**config.mk**
```make
export PLATFORM = sky130hd
export DESIGN_NAME = truth_table_sweeper
export DESIGN_NICKNAME = d
export VERILOG_FILES = /design/src/rtl/truth_table_pkg.sv /design/src/rtl/settle_timer.sv /design/src/rtl/truth_table_sweeper.sv
export SDC_FILE = /design/constraint.sdc
export NUM_CORES = 1
export LEC_CHECK = 0
export BUFFER_PORTS_ARGS = -buffer_cell sky130_fd_sc_hd__buf_4
export CELL_PAD_IN_SITES_DETAIL_PLACEMENT = 0
export CELL_PAD_IN_SITES_GLOBAL_PLACEMENT = 1
export CORE_ASPECT_RATIO = 1.5
export CORE_MARGIN = 10
export CORE_UTILIZATION = 41
export CTS_CLUSTER_DIAMETER = 200
export DETAILED_ROUTE_END_ITERATION = 7
export PLACE_DENSITY = 0.87
export REMOVE_ABC_BUFFERS = 1
export SLEW_MARGIN = 0
export SYNTH_ARGS = -nofsm -noshare
export SYNTH_HDL_FRONTEND = slang
export SYNTH_HIERARCHICAL = 1
export SYNTH_SLANG_ARGS = --single-unit
```
**constraint.sdc**
```tcl
create_clock -name clk -period 3.2 [get_ports clk]
set_input_delay 0.48 -clock clk [delete_from_list [all_inputs] [get_ports clk]]
set_output_delay 0.48 -clock clk [all_outputs]
set_load 0.05 [all_outputs]
```
**src/rtl/truth_table_pkg.sv**
```systemverilog
// ---------------------------------------------------------------------------
// truth_table_pkg
// Shared definitions for the truth-table sweeper: FSM state encoding and the
// golden table of the default gate stage, Z = (A & B) ^ ~(B & C).
// ---------------------------------------------------------------------------
package truth_table_pkg;

    typedef enum logic [1:0] {
        ST_IDLE  = 2'd0,
        ST_DRIVE = 2'd1,
        ST_DONE  = 2'd2
    } sweep_state_t;

    // Bit i is the required Z for input pattern i = {A, B, C}.
    localparam logic [7:0] EXPECTED_AND_NAND_XOR = 8'hB7;

endpackage

```
**src/rtl/settle_timer.sv**
```systemverilog
// ---------------------------------------------------------------------------
// settle_timer
// Counts the clocks a stimulus pattern has been held. The last pulse marks
// the clock on which the stage output is sampled.
// Ports:
//   clk    in   rising-edge clock
//   rst_n  in   synchronous reset, active low
//   clr    in   restart the count from zero
//   en     in   advance the count this clock
//   last   out  count == HOLD_CYCLES-1
// ---------------------------------------------------------------------------
module settle_timer #(
    parameter int HOLD_CYCLES = 4
) (
    input  logic clk,
    input  logic rst_n,
    input  logic clr,
    input  logic en,
    output logic last
);

    localparam int CW = (HOLD_CYCLES > 1) ? $clog2(HOLD_CYCLES) : 1;
    localparam logic [CW-1:0] LAST_VAL = CW'(HOLD_CYCLES - 1);

    logic [CW-1:0] count_q;
    logic [CW-1:0] count_d;

    assign last = (count_q == LAST_VAL);

    // Wrapping on last keeps the counter at zero between patterns, so each
    // new pattern gets a full hold window without an extra clear.
    always_comb begin
        count_d = count_q;
        if (clr || last) begin
            count_d = '0;
        end else if (en) begin
            count_d = count_q + CW'(1);
        end
    end

    always_ff @(posedge clk) begin
        if (!rst_n) begin
            count_q <= '0;
        end else begin
            count_q <= count_d;
        end
    end

endmodule

```
**src/rtl/truth_table_sweeper.sv**
```systemverilog
// ---------------------------------------------------------------------------
// truth_table_sweeper
// Drives every input pattern 0..2^N_IN-1 into a combinational gate stage,
// holds each one HOLD_CYCLES clocks, samples the stage output on the last
// clock, and compares the captured table against EXPECTED.
// Ports:
//   clk           in   rising-edge clock
//   rst_n         in   synchronous reset, active low
//   start         in   request a sweep; accepted only in IDLE
//   z_in          in   stage output (combinational from abc_out)
//   abc_out       out  registered stimulus pattern, A = MSB
//   busy          out  high whenever not IDLE
//   done          out  one-cycle pulse in the DONE state
//   table_out     out  captured table, bit i = z_in for pattern i
//   pass          out  table_out == EXPECTED, valid from done
//   mismatch_cnt  out  number of bits where table_out != EXPECTED
// ---------------------------------------------------------------------------
module truth_table_sweeper
    import truth_table_pkg::*;
#(
    parameter int                    N_IN        = 3,
    parameter int                    HOLD_CYCLES = 4,
    parameter logic [2**N_IN-1:0]    EXPECTED    = EXPECTED_AND_NAND_XOR
) (
    input  logic                 clk,
    input  logic                 rst_n,
    input  logic                 start,
    input  logic                 z_in,
    output logic [N_IN-1:0]      abc_out,
    output logic                 busy,
    output logic                 done,
    output logic [2**N_IN-1:0]   table_out,
    output logic                 pass,
    output logic [N_IN:0]        mismatch_cnt
);

    localparam logic [N_IN-1:0] IDX_MAX = '1;

    sweep_state_t          state_q, state_d;
    logic [N_IN-1:0]       idx_q, idx_d;
    logic [N_IN-1:0]       abc_q, abc_d;
    logic [2**N_IN-1:0]    table_q, table_d;
    logic [N_IN:0]         mis_q, mis_d;
    logic                  pass_q, pass_d;

    logic                  start_acc;
    logic                  hold_last;

    assign start_acc = (state_q == ST_IDLE) && start;

    settle_timer #(
        .HOLD_CYCLES (HOLD_CYCLES)
    ) u_settle_timer (
        .clk   (clk),
        .rst_n (rst_n),
        .clr   (start_acc),
        .en    (state_q == ST_DRIVE),
        .last  (hold_last)
    );

    // State register
    always_ff @(posedge clk) begin
        if (!rst_n) begin
            state_q <= ST_IDLE;
        end else begin
            state_q <= state_d;
        end
    end

    // Next-state logic
    always_comb begin
        state_d = state_q;
        case (state_q)
            ST_IDLE:  if (start) state_d = ST_DRIVE;
            ST_DRIVE: if (hold_last && (idx_q == IDX_MAX)) state_d = ST_DONE;
            ST_DONE:  state_d = ST_IDLE;
            default:  state_d = ST_IDLE;
        endcase
    end

    // Output logic
    always_comb begin
        busy = (state_q != ST_IDLE);
        done = (state_q == ST_DONE);
    end

    // Pattern index and capture datapath
    always_comb begin
        idx_d   = idx_q;
        table_d = table_q;
        mis_d   = mis_q;
        pass_d  = pass_q;

        if (start_acc) begin
            idx_d   = '0;
            table_d = '0;
            mis_d   = '0;
            pass_d  = 1'b0;
        end

        if ((state_q == ST_DRIVE) && hold_last) begin
            table_d[idx_q] = z_in;
            if (z_in != EXPECTED[idx_q]) begin
                mis_d = mis_q + (N_IN+1)'(1);
            end
            // pass is decided on the edge of the final sample so it is
            // already valid while done is high.
            if (idx_q == IDX_MAX) begin
                pass_d = (mis_d == '0);
            end else begin
                idx_d = idx_q + N_IN'(1);
            end
        end

        // Registered so the pattern changes only at hold-window boundaries.
        abc_d = (state_d == ST_DRIVE) ? idx_d : '0;
    end

    always_ff @(posedge clk) begin
        if (!rst_n) begin
            idx_q   <= '0;
            abc_q   <= '0;
            table_q <= '0;
            mis_q   <= '0;
            pass_q  <= 1'b0;
        end else begin
            idx_q   <= idx_d;
            abc_q   <= abc_d;
            table_q <= table_d;
            mis_q   <= mis_d;
            pass_q  <= pass_d;
        end
    end

    assign abc_out      = abc_q;
    assign table_out    = table_q;
    assign mismatch_cnt = mis_q;
    assign pass         = pass_q;

endmodule

```
==> out/qor.yml <==
status:
  status: "finished clean"
yosys:
  syn_area_per_cell_um2: 8.95
  syn_area_um2: 1210
  yosys_warnings: 6
  synth_compound_area_share_pct: 18.3
  ys_ff_latch: 24
  yosysSeqAreaShare_pct: 39.8
  syn_inst: 135
  synthAdderAreaFrac_pct: 5.18
  muxShareOfSynthArea_pct: 2.48
  synth_edf_count: 0
  async_flop_share_pct: 0
  synth_top_family_by_area: "simple AND/OR/NAND/NOR gates"
  yosys.area_share.simple_pct: 27.0
  synth-xor-area-share_pct: 2.90
  synth_flop_cell: "dfxtp_1"
  synth_cell_types: 38
critical_path:
  rrSetupSlack_ns: 1.33
  cp-end-kind: "flop"
  worst-setup-path-type: "reg2reg"
  crit_arrival_ns: 2.02
  worstPathMaxFanout: 11
  rr_worst_depth: 6
  r2r_start: "idx_q[0]$_SDFF_PN0_"
  cp-start-kind: "flop"
  required_ns: 3.35
cts:
  clkSinkCount: 24
  cts.clk_slew.worst_paths_ns: 0.08
  clk_path_buf_depth: 2
  cts_tree: "done"
  htreeDepth: 1
  clk_latency_ns: 0.26
  ctsHoldBuffers: 0
  cts_buffers: 3
  cts_setup_buffers: 0
  clockRootBuffer: "clkbuf_8"
  cts_resized: 0
routing:
  met3_length_um: 118
  wl_per_cell_um: 13.8
  vias_per_cell: 5.39
  drt-pass1-iter-count: 4
  drt_iter0_drc: 34
  met2_length_mm: 1.30
  num_vias: 1029
  m1WireLength_mm: 1.18
  maxUsedRoutingLayer: "met4"
  drt.antenna.violating_nets: 0
  drc: 0
  drt_wl_total_mm: 2.64
sta:
  worst_slew_pin_slew_ns: 0.586
  slew_headroom_pct: 60.9
  skew_ns: 0.00242
  hold_violations: 0
  whs_ns: 0.506
  setup_tns_ns: 0
  layout_setup_ws_ns: 1.33
  setup_viol: 0
  final.period_utilization_pct: 58.4
  drv_slew: 0
  final.min_clock_period_ns: 1.87
  max_freq_mhz: 535
  rsz0062_at_grt: "no"
final_layout:
  n_antenna_cell: 0
  area_delta_synth_final_pct: 18.2
  final_common_cell: "dfxtp_1"
  drive_gt1_share_pct: 17.8
  final_cell_mix: "24 x dfxtp_1, 21 x buf_4, 14 x nand3_1"
  fill_cells: 287
  nets: 162
  fin_util_pct: 49.6
worst_hold_path:
  hold_depth: 2
  worstHoldEndpoint: "table_out[0]$_SDFF_PN0_"
  min_path_type: "reg2reg"
  min_from: "table_out[0]$_SDFF_PN0_"
placement:
  dpl.hpwl_mm: 1.98
  dp_worst_setup_slack_ns: 1.32
  gp_congestion: 0.773
  numPortBuffers: 21
floorplanning:
  io_pins: 22
  rows: 24
  fp.dieH_um: 86.5
  initial_core_util_pct: 41.9
  die_w_um: 64.3
  core_area_um2: 2880
  die-area_um2: 5560
power_and_ir_drop:
  peakVddDrop_v: 0.000296
  p_per_area_nw_per_um2: 377
  total_leakage_power_uw: 0.000586
global_routing:
  antenna_found_initial: 0
  grt_pass1_vias: 1049
  grtUsageTotal_pct: 9.74
  grt_remaining_overflow: 0
  grt_max_degree: 20
  grt_pass1_wl_mm: 4.56
job:
  cap_violations: 0
==> state kept, by name (all words and copies together) (netlist names), named ones only <==
name,flops
mismatch_cnt,4
u_settle_timer/count_q,2
idx_q,3
table_out,8
state_q,2
abc_out,3
pass,1
==> worst max-delay path, stage by stage (launching register included) <==
cell and delay (ns):
dfxtp_1 0.43, ha_1 0.28, ha_1 0.19, or4bb_1 0.51, nand3_1 0.14, o211a_1 0.16, o21ai_1 0.05
==> power by group <==
| group | switching (uW) | internal [uW] | total [uW] |
|---|---|---|---|
| clock network | 93.2 | 110 | 203 |
| logic | 20.5 | 12.5 | 33.0 |
| registers | 2.53 | 301 | 303 |
| total | 116 | 423 | 539 |
==> through the flow <==
step | total power (uW) | instance area, um^2 | std cells
floorplan | 330 | 1170 | 127
global placement | 343 | 1370 | 187
detailed placement | 344 | 1370 | 187
CTS | 545 | 1430 | 191
global route | 559 | 1430 | 191
finish | 539 | 1430 | 191
==> cells by family after synthesis <==
kind of cell               Yosys count
adders and majority gates            5
buffers and inverters               11
muxes                                3
DFF                                 24
AOI/OAI and AO/OA                   29
and+or+nand+nor                     59
xor gates and xnor gates             4
==> cell usage after synthesis (4+ instances only) <==
cell type	n	area [um^2]
ha_1	5	62.6
nor2b_1	4	25.0
dfxtp_1	24	480
o311ai_0	4	35.0
o211ai_1	5	37.5
nand2_1	11	41.3
nand3_1	14	70.1
a21boi_0	11	82.6
nor2_1	8	30.0
clkbuf_1	4	15.0
==> how the worst max path moves through the flow <==
| stage | from | end | slack, ns | cells past startpoint |
|---|---|---|---|---|
| 6_report | idx_q[0]$_SDFF_PN0_ | flop | 1.33 | 6 |
| 5_1_grt | idx_q[0]$_SDFF_PN0_ | abc_out[2]$_SDFF_PN0_ | 1.23 | 6 |
| 4_1_cts | idx_q[0]$_SDFF_PN0_ | flop | 1.32 | 6 |
| 3_5_place_dp | start | flop | 1.32 | 5 |
| 3_3_place_gp | start | flop | 1.38 | 5 |
| 2_1_floorplan | idx_q[0]$_SDFF_PN0_ | flop | 1.51 | 6 |
==> layout make-up <==
type	count	area (um^2)	share of cell area [%]
multi-input combinational	100	676	47.3
sequential	24	480	33.6
tap	39	48.8	3.42
timing repair buffer	21	158	11.0
clock buffer	4	55.1	3.85
inverter	3	11.3	0.788
==> per-layer routing <==
layer  GRT usage (%)  vias to the layer above
li1                -                      523
met1            10.1                      483
met2            17.4                       18
met3            2.58                        5
met4            4.88                        0
met5               0                        -
No activity file was read; power rests on OpenSTA's default activity.
